### src/rtl/i2s_pkg.sv
// Shared widths and state encoding for the I2S stereo transmit scheduler.
package i2s_pkg;
    localparam int WORD_W   = 32;
    localparam int BITCNT_W = 5;
    localparam int GAPCNT_W = 4;

    typedef enum logic [1:0] {IDLE, LEFT, RIGHT, GAP} i2s_tx_state_e;
endpackage

### src/rtl/i2s_tx_slot.sv
// One-entry valid/ready sample holder; accepts when empty, empties on free_i.
// ready_o is a flop output, so upstream sees no combinational path through this slot.
module i2s_tx_slot
    import i2s_pkg::*;
(
    input  logic              clk,
    input  logic              rst_n,
    input  logic              valid_i,
    input  logic [WORD_W-1:0] data_i,
    output logic              ready_o,
    input  logic              free_i,
    output logic              full_o,
    output logic [WORD_W-1:0] data_o
);
    logic              ready_q, ready_d;
    logic [WORD_W-1:0] data_q, data_d;

    // free_i only arrives while full, so it can never collide with an accept.
    always_comb begin
        ready_d = ready_q;
        data_d  = data_q;
        if (valid_i && ready_q) begin
            ready_d = 1'b0;
            data_d  = data_i;
        end else if (free_i) begin
            ready_d = 1'b1;
        end
    end

    always_ff @(posedge clk or negedge rst_n) begin
        if (!rst_n) begin
            ready_q <= 1'b1;
            data_q  <= '0;
        end else begin
            ready_q <= ready_d;
            data_q  <= data_d;
        end
    end

    assign ready_o = ready_q;
    assign full_o  = !ready_q;
    assign data_o  = data_q;
endmodule

### src/rtl/i2s_tx_scheduler.sv
// Stereo I2S frame scheduler: launches 64-bit L/R frame one cycle after both slots fill, then GAP idle cycles.
// Slots refill mid-frame (left at LEFT entry, right at RIGHT entry); all serial outputs are registered.
module i2s_tx_scheduler #(
    parameter int unsigned GAP = 2
) (
    input  logic                       clk,
    input  logic                       rst_n,
    input  logic                       enable,
    input  logic                       l_valid,
    input  logic [i2s_pkg::WORD_W-1:0] l_data,
    output logic                       l_ready,
    input  logic                       r_valid,
    input  logic [i2s_pkg::WORD_W-1:0] r_data,
    output logic                       r_ready,
    output logic                       in_valid,
    output logic                       SD,
    output logic                       WS,
    output logic                       busy,
    output logic                       frame_done
);
    import i2s_pkg::*;

    i2s_tx_state_e       state_q, state_d;
    logic [WORD_W-1:0]   shift_q, shift_d;
    logic [BITCNT_W-1:0] bit_cnt_q, bit_cnt_d;
    logic [GAPCNT_W-1:0] gap_cnt_q, gap_cnt_d;
    logic                in_valid_q, in_valid_d;
    logic                ws_q, ws_d;
    logic                sd_q, sd_d;
    logic                frame_done_q, frame_done_d;

    logic                l_full, r_full, l_free, r_free;
    logic [WORD_W-1:0]   l_slot, r_slot;

    i2s_tx_slot u_l_slot (
        .clk     (clk),
        .rst_n   (rst_n),
        .valid_i (l_valid),
        .data_i  (l_data),
        .ready_o (l_ready),
        .free_i  (l_free),
        .full_o  (l_full),
        .data_o  (l_slot)
    );

    i2s_tx_slot u_r_slot (
        .clk     (clk),
        .rst_n   (rst_n),
        .valid_i (r_valid),
        .data_i  (r_data),
        .ready_o (r_ready),
        .free_i  (r_free),
        .full_o  (r_full),
        .data_o  (r_slot)
    );

    // The shift register is loaded pre-shifted by one: the MSB goes straight to SD on the load edge.
    always_comb begin
        state_d      = state_q;
        shift_d      = shift_q;
        bit_cnt_d    = bit_cnt_q;
        gap_cnt_d    = gap_cnt_q;
        in_valid_d   = in_valid_q;
        ws_d         = ws_q;
        sd_d         = sd_q;
        frame_done_d = 1'b0;
        l_free       = 1'b0;
        r_free       = 1'b0;

        case (state_q)
            IDLE: begin
                if (enable && l_full && r_full) begin
                    state_d    = LEFT;
                    l_free     = 1'b1;
                    shift_d    = {l_slot[WORD_W-2:0], 1'b0};
                    sd_d       = l_slot[WORD_W-1];
                    in_valid_d = 1'b1;
                    ws_d       = 1'b0;
                    bit_cnt_d  = '1;
                end
            end
            LEFT, RIGHT: begin
                if (bit_cnt_q != '0) begin
                    bit_cnt_d = bit_cnt_q - 1'b1;
                    sd_d      = shift_q[WORD_W-1];
                    shift_d   = {shift_q[WORD_W-2:0], 1'b0};
                end else if (state_q == LEFT) begin
                    state_d   = RIGHT;
                    r_free    = 1'b1;
                    shift_d   = {r_slot[WORD_W-2:0], 1'b0};
                    sd_d      = r_slot[WORD_W-1];
                    ws_d      = 1'b1;
                    bit_cnt_d = '1;
                end else begin
                    state_d      = i2s_pkg::GAP;
                    in_valid_d   = 1'b0;
                    ws_d         = 1'b0;
                    sd_d         = 1'b0;
                    gap_cnt_d    = GAPCNT_W'(GAP - 1);
                    frame_done_d = 1'b1;
                end
            end
            i2s_pkg::GAP: begin
                if (gap_cnt_q == '0) begin
                    state_d = IDLE;
                end else begin
                    gap_cnt_d = gap_cnt_q - 1'b1;
                end
            end
            default: state_d = IDLE;
        endcase
    end

    always_ff @(posedge clk or negedge rst_n) begin
        if (!rst_n) begin
            state_q      <= IDLE;
            shift_q      <= '0;
            bit_cnt_q    <= '0;
            gap_cnt_q    <= '0;
            in_valid_q   <= 1'b0;
            ws_q         <= 1'b0;
            sd_q         <= 1'b0;
            frame_done_q <= 1'b0;
        end else begin
            state_q      <= state_d;
            shift_q      <= shift_d;
            bit_cnt_q    <= bit_cnt_d;
            gap_cnt_q    <= gap_cnt_d;
            in_valid_q   <= in_valid_d;
            ws_q         <= ws_d;
            sd_q         <= sd_d;
            frame_done_q <= frame_done_d;
        end
    end

    assign in_valid   = in_valid_q;
    assign WS         = ws_q;
    assign SD         = sd_q;
    assign frame_done = frame_done_q;
    assign busy       = (state_q != IDLE);
endmodule

### config.mk
export PLATFORM = sky130hd
export DESIGN_NAME = i2s_tx_scheduler
export DESIGN_NICKNAME = d
export VERILOG_FILES = /design/src/rtl/i2s_pkg.sv /design/src/rtl/i2s_tx_slot.sv /design/src/rtl/i2s_tx_scheduler.sv
export SDC_FILE = /design/constraint.sdc
export NUM_CORES = 1
export LEC_CHECK = 0
export ABC_AREA = 1
export BUFFER_PORTS_ARGS = -buffer_cell sky130_fd_sc_hd__buf_2
export CAP_MARGIN = 5
export CORE_UTILIZATION = 57
export DETAILED_ROUTE_END_ITERATION = 7
export PLACE_DENSITY_LB_ADDON = 0.12
export SYNTH_ARGS = -nofsm -noshare
export SYNTH_HDL_FRONTEND = slang
export SYNTH_SLANG_ARGS = --single-unit
### constraint.sdc
create_clock -name clk -period 1.83 [get_ports clk]
set_input_delay 0.0915 -clock clk [delete_from_list [all_inputs] [get_ports clk]]
set_output_delay 0.0915 -clock clk [all_outputs]
set_load 0.02 [all_outputs]
; Word-level counts from Yosys, hierarchy flattened
; Index checks and enable logic that the tools add are counted.
[totals]
ff_bits = 113
inputBits = 69
word_cells = 84
[classes]
addsub = 2
eq_ne = 9
mux = 40
n_reduce_logical = 21
[op_table]
columns = operator, count
row1 = $mux W32, 3
row2 = $pmux W32 S2, 1
row3 = $mux W1, 21
row4 = $mux W5, 3
row5 = $mux W4, 3
row6 = $ne A2 B2 Y1 const B, 5
row7 = $pmux W5 S2, 1
row8 = $reduce_bool A2 Y1, 5
row9 = $reduce_and A3 Y1, 3
row10 = $pmux W4 S2, 1
row11 = $reduce_and A4 Y1, 2
row12 = $mux W2, 3
row13 = $pmux W1 S2, 3
row14 = $pmux W2 S3, 1
row15 = $reduce_bool A5 Y1, 1
row16 = $sub A5 B1 Y5 const B, 1
row17 = $eq A2 B2 Y1 const B, 2
row18 = $logic_and A1 B1 Y1, 4
row19 = $logic_not A4 Y1, 1
row20 = $sub A4 B1 Y4 const B, 1
row21 = $ne A3 B3 Y1 const B, 1
row22 = $eq A2 B1 Y1 const B, 1
row23 = $logic_not A1 Y1, 2
row24 = $logic_not A2 Y1, 1
row25 = 2 further kinds, 2

; Logic depth before layout (Yosys ltp)
[depth]
depth_word = 7
ltp_mapped = 11
ltp_nobuf = 9

; Cells and area by module
; From an unflattened synthesis, not the netlist that was laid out.
[hier_totals]
hier_cells = 716
area_unflattened_um2 = 5748.0
[by_module_without_submodules]
columns = mod, n_inst, cells_per_inst, area_per_inst_um2, seq_area_each_um2
row1 = i2s_tx_scheduler, 1, 426, 2962.8, 1151.1
row2 = i2s_tx_slot, 2, 145, 1392.6, 827.0

; Worst setup path after synthesis
; OpenSTA, ideal clock, no wires.
[synth_timing]
path_type = reg-to-reg
startpoint = register state_q[0]
endpoint = register shift_q[11]
t_arrival_ps = 1576
t_required_ps = 1714
slack_ps = 138
stages_incl_launch_ff = 12
path_buffers = 3
period_less_slack_ps = 1692
cell_sequence = dfrtp_1 -> inv_1 -> ha_1 -> buf_2 -> inv_1 -> nand2_1 -> nand2_1 -> nor2_2 -> buf_4 -> buf_4 -> nand2_1 -> nand2_1
[synth_via]
elab_chain_cells = 4
[synth_lines]
columns = item, line
row1 = "start, declared", i2s_tx_scheduler.sv:23  ; i2s_tx_state_e state_q, state_d;
row2 = "start signal, assigned", i2s_tx_scheduler.sv:125  ; state_q <= state_d;
row3 = $eq A2 B1 Y1 / $eq A2 B2 Y1 (equally long branches), "i2s_tx_scheduler.sv:70, i2s_tx_scheduler.sv:87"
row4 = $reduce_or A2 Y1, i2s_tx_scheduler.sv:70  ; case (state_q)
row5 = $ne A3 B3 Y1 (no source line) / $reduce_bool A2 Y1 (equally long branches), -
row6 = $reduce_and A3 Y1 (no source line), -
row7 = "end signal, assigned", i2s_tx_scheduler.sv:126  ; shift_q <= shift_d;
row8 = "end, declared", i2s_tx_scheduler.sv:24  ; logic [WORD_W-1:0] shift_q, shift_d;
; Several ways; a longest one is shown, not always the timed one.
; A chain may end at the register's enable or synchronous reset.

; Final worst setup path
[layout_timing]
startpoint = register state_q[0]
endpoint = register bit_cnt_q[0]
[layout_via]
elab_chain_cells = 4
[layout_lines]
columns = item, line
row1 = $eq A2 B1 Y1 / $eq A2 B2 Y1 (equally long branches), "i2s_tx_scheduler.sv:70, i2s_tx_scheduler.sv:87"
row2 = $reduce_or A2 Y1, i2s_tx_scheduler.sv:70
row3 = $ne A3 B3 Y1 (no source line) / $reduce_bool A2 Y1 (equally long branches), -
row4 = $reduce_and A3 Y1 (no source line), -
row5 = "end signal, assigned", i2s_tx_scheduler.sv:127  ; bit_cnt_q <= bit_cnt_d;
row6 = "end, declared", i2s_tx_scheduler.sv:25  ; logic [BITCNT_W-1:0] bit_cnt_q, bit_cnt_d;
; Several ways; a longest one is shown, not always the timed one.

==> reports/metrics.csv <==
metric,value,unit
outcome,"finished, final reports clean",
dp_hpwl,7820,um
path_class,flop to flop,
yosysTopAreaCell,dfrtp_1,
remaining_drc_errors,0,
cp.arrival,2.11,ns
cpPeakStageDelay,0.41,ns
netlist_top_cells_area,"dfrtp_1 (51%), nand2_1 (18%), mux2_2 (6.2%)",
fmax,556,MHz
grt_pass1_vias,4742,
core.rowCount,35,
grt_max_degree,40,
antenna_cells,0,
numCtsBuffers,9,
ys_warn_count,0,
slew_headroom,0.678,
num_vias,4778,
layout_common_cells,"nand2_1 (258), dfrtp_1 (110), inv_1 (84)",
synth_top_area_share,0.506,
dieArea,9930,um^2
drt_first_pass_iters,5,
antenna_found_initial,0,
hold_violations,0,
drive_above_1_share,0.187,
yosysSeqAreaShare,0.516,
overflow,0,
path_max_fanout,9,
io_pins,76,
final.setup_skew,0.0113,ns
period_share,0.982,
portBuffers,75,
grtUsageTotal,0.280,
power.leakage,3.63,nW
area_growth,27.6,%
rrSetupSlack,0.03,ns
register_area,2810,um^2
tightest_slew,0.483,ns
fin_crit,1.80,ns
synth_cells,670,
ys_types,24,
synth-seq-cells,112,
crit_slowest_cell,dfrtp_1,
core,9240,um^2
final_max_slew_viol_count,0,
clock_latency,0.37,ns
netlist_area,5440,um^2
htree_levels,3,
end_kind,flop,
ant_nets,0,
r2r-start,state_q[0]$_DFFE_PN0P_,
start_kind,flop,
tritoncts,yes,
syn_area_per_cell,8.11,um^2
worstHoldPathCells,4,
hold_path_class,input pin to flop,
reg2reg_to,bit_cnt_q[0]$_DFFE_PN0P_,
setup_viol,0,
die_height,99.7,um
hold-worst-slack,0.0149,ns
route.final.wire_length,13300,um
tns,0,ns
start_util,0.588,
die_x,99.7,um
ctsLongestPathBuffers,2,
path_cells,"inv_1, ha_1, inv_1, nand2_1, nand2_2, nor2_4, buf_6, buf_12, o21ai_0, nand2_1",
r2r_cells,10,
ir_drop,1220,uV
vias_per_cell,5.07,
drt-initial-drc-count,291,
required,2.14,ns
gp_congestion,0.801,
cts.clk_slew.worst_paths,0.09,ns
nets,884,
multiInputGateArea,2160,um^2
hp-start,r_valid,
hold_end,u_r_slot.data_o[0]$_DFFE_PN0P_,
final_common_cell,nand2_1,
fillers,707,
power,12.0,mW
grt_pass1_wl,21800,um
final_util,0.750,
wl_per_cell,14.1,um
maxCapViolCount,0,
syn_nets,745,
clock-sinks,112,
cts-root-buf,clkbuf_8,
p_per_area,1730,nW/um^2
==> where the power goes <==
group / switching (mW) / internal, mW
sequential: 0.574 / 3.70
clock: 0.816 / 0.501
combinational: 3.93 / 2.45
total: 5.32 / 6.65
==> registers in the layout, summed over array words and instances, names as in the netlist <==
register,cells
u_r_slot.data_o,32
u_l_slot.ready_o,1
WS,1
in_valid,1
shift_q,31
state_q,2
u_l_slot.data_o,32
gap_cnt_q,4
SD,1
bit_cnt_q,5
frame_done,1
u_r_slot.ready_o,1
==> logic make-up after synthesis <==
family / Yosys count / share of synthesized area
AOI/OAI and AO/OA: 48 / 0.0447
adders and majority gates: 6 / 0.0138
and+or+nand+nor: 350 / 0.273
DFF: 112 / 0.516
muxes: 30 / 0.0622
buffers and inverters: 123 / 0.0891
xor gates and xnor gates: 1 / 0.00161
==> final cells by class <==
| type | instances | share of cell area |
|---|---|---|
| sequential | 112 | 0.405 |
| multi-input combinational | 435 | 0.312 |
| timing repair buffer | 165 | 0.189 |
| inverter | 86 | 0.0473 |
| tap | 129 | 0.0233 |
| clock buffer | 12 | 0.0195 |
| clock inverter | 4 | 0.00415 |
==> repair_timing <==
item                                    CTS  global route
pin swaps                                 0             2
gates cloned                              0             1
hold buffers                             67             0
endpoints found under the hold margin   140             0
endpoints found under the setup margin   20            41
setup buffers                             0             7
gates resized for setup                   2            11
==> worst max-delay path by stage <==
stage	slack [ns]	end	depth (start not counted)	from
final	0.03	bit_cnt_q[0]$_DFFE_PN0P_	10	state_q[0]$_DFFE_PN0P_
after global routing	-0.08	shift_q[1]$_DFFE_PN0P_	10	state_q[0]$_DFFE_PN0P_
after CTS	0.04	bit_cnt_q[0]$_DFFE_PN0P_	9	state_q[0]$_DFFE_PN0P_
after detailed placement	-0.02	shift_q[31]$_DFFE_PN0P_	9	state_q[0]$_DFFE_PN0P_
after global placement	0.08	state_q[1]$_DFFE_PN0P_	7	state_q[0]$_DFFE_PN0P_
after floorplan	0.14	shift_q[11]$_DFFE_PN0P_	11	state_q[0]$_DFFE_PN0P_
==> critical path: cells and delay by family (launching register included) <==
family          cells  cell delay, ns
compound gates      1            0.08
buf+inv             4            0.43
flops               1            0.41
fa+ha+maj           1            0.35
simple gates        4            0.48
==> metal layers <==
metal | part of all wire | track usage | up-vias | routed length (um)
met5 | 0 | 0 | - | 0
met4 | 0.0083 | 0.0667 | 0 | 110
met3 | 0.048 | 0.0506 | 10 | 641
met2 | 0.52 | 0.494 | 132 | 6880
met1 | 0.43 | 0.360 | 2258 | 5640
li1 | - | - | 2378 | -
==> Yosys cell counts <==
library cell / instances
nand2_1: 260
dfrtp_1: 110
inv_1: 84
o21ai_0: 42
nand3_1: 39
nand4_1: 34
mux2_2: 30
clkbuf_1: 14
nor2_1: 12
buf_1: 11
buf_2: 8
ha_1: 6
a21oi_1: 4
buf_4: 3
dfstp_2: 2
nor2_4: 2
o22ai_1: 2
clkbuf_2: 1
clkinv_1: 1
inv_2: 1
nand3_4: 1
nor2_2: 1
or2_2: 1
xor2_1: 1
==> per-stage QoR <==
stage | instances | setup WS, ns | cell area (um^2)
5_1_grt | 943 | -0.0793 | 6930
6_report | 943 | 0.0326 | 6930
3_5_place_dp | 852 | -0.0237 | 5960
3_3_place_gp | 852 | 0.0811 | 5960
4_1_cts | 935 | 0.0418 | 6800
2_1_floorplan | 670 | 0.138 | 5440
Note: power is estimated with default switching activity, not from simulation.
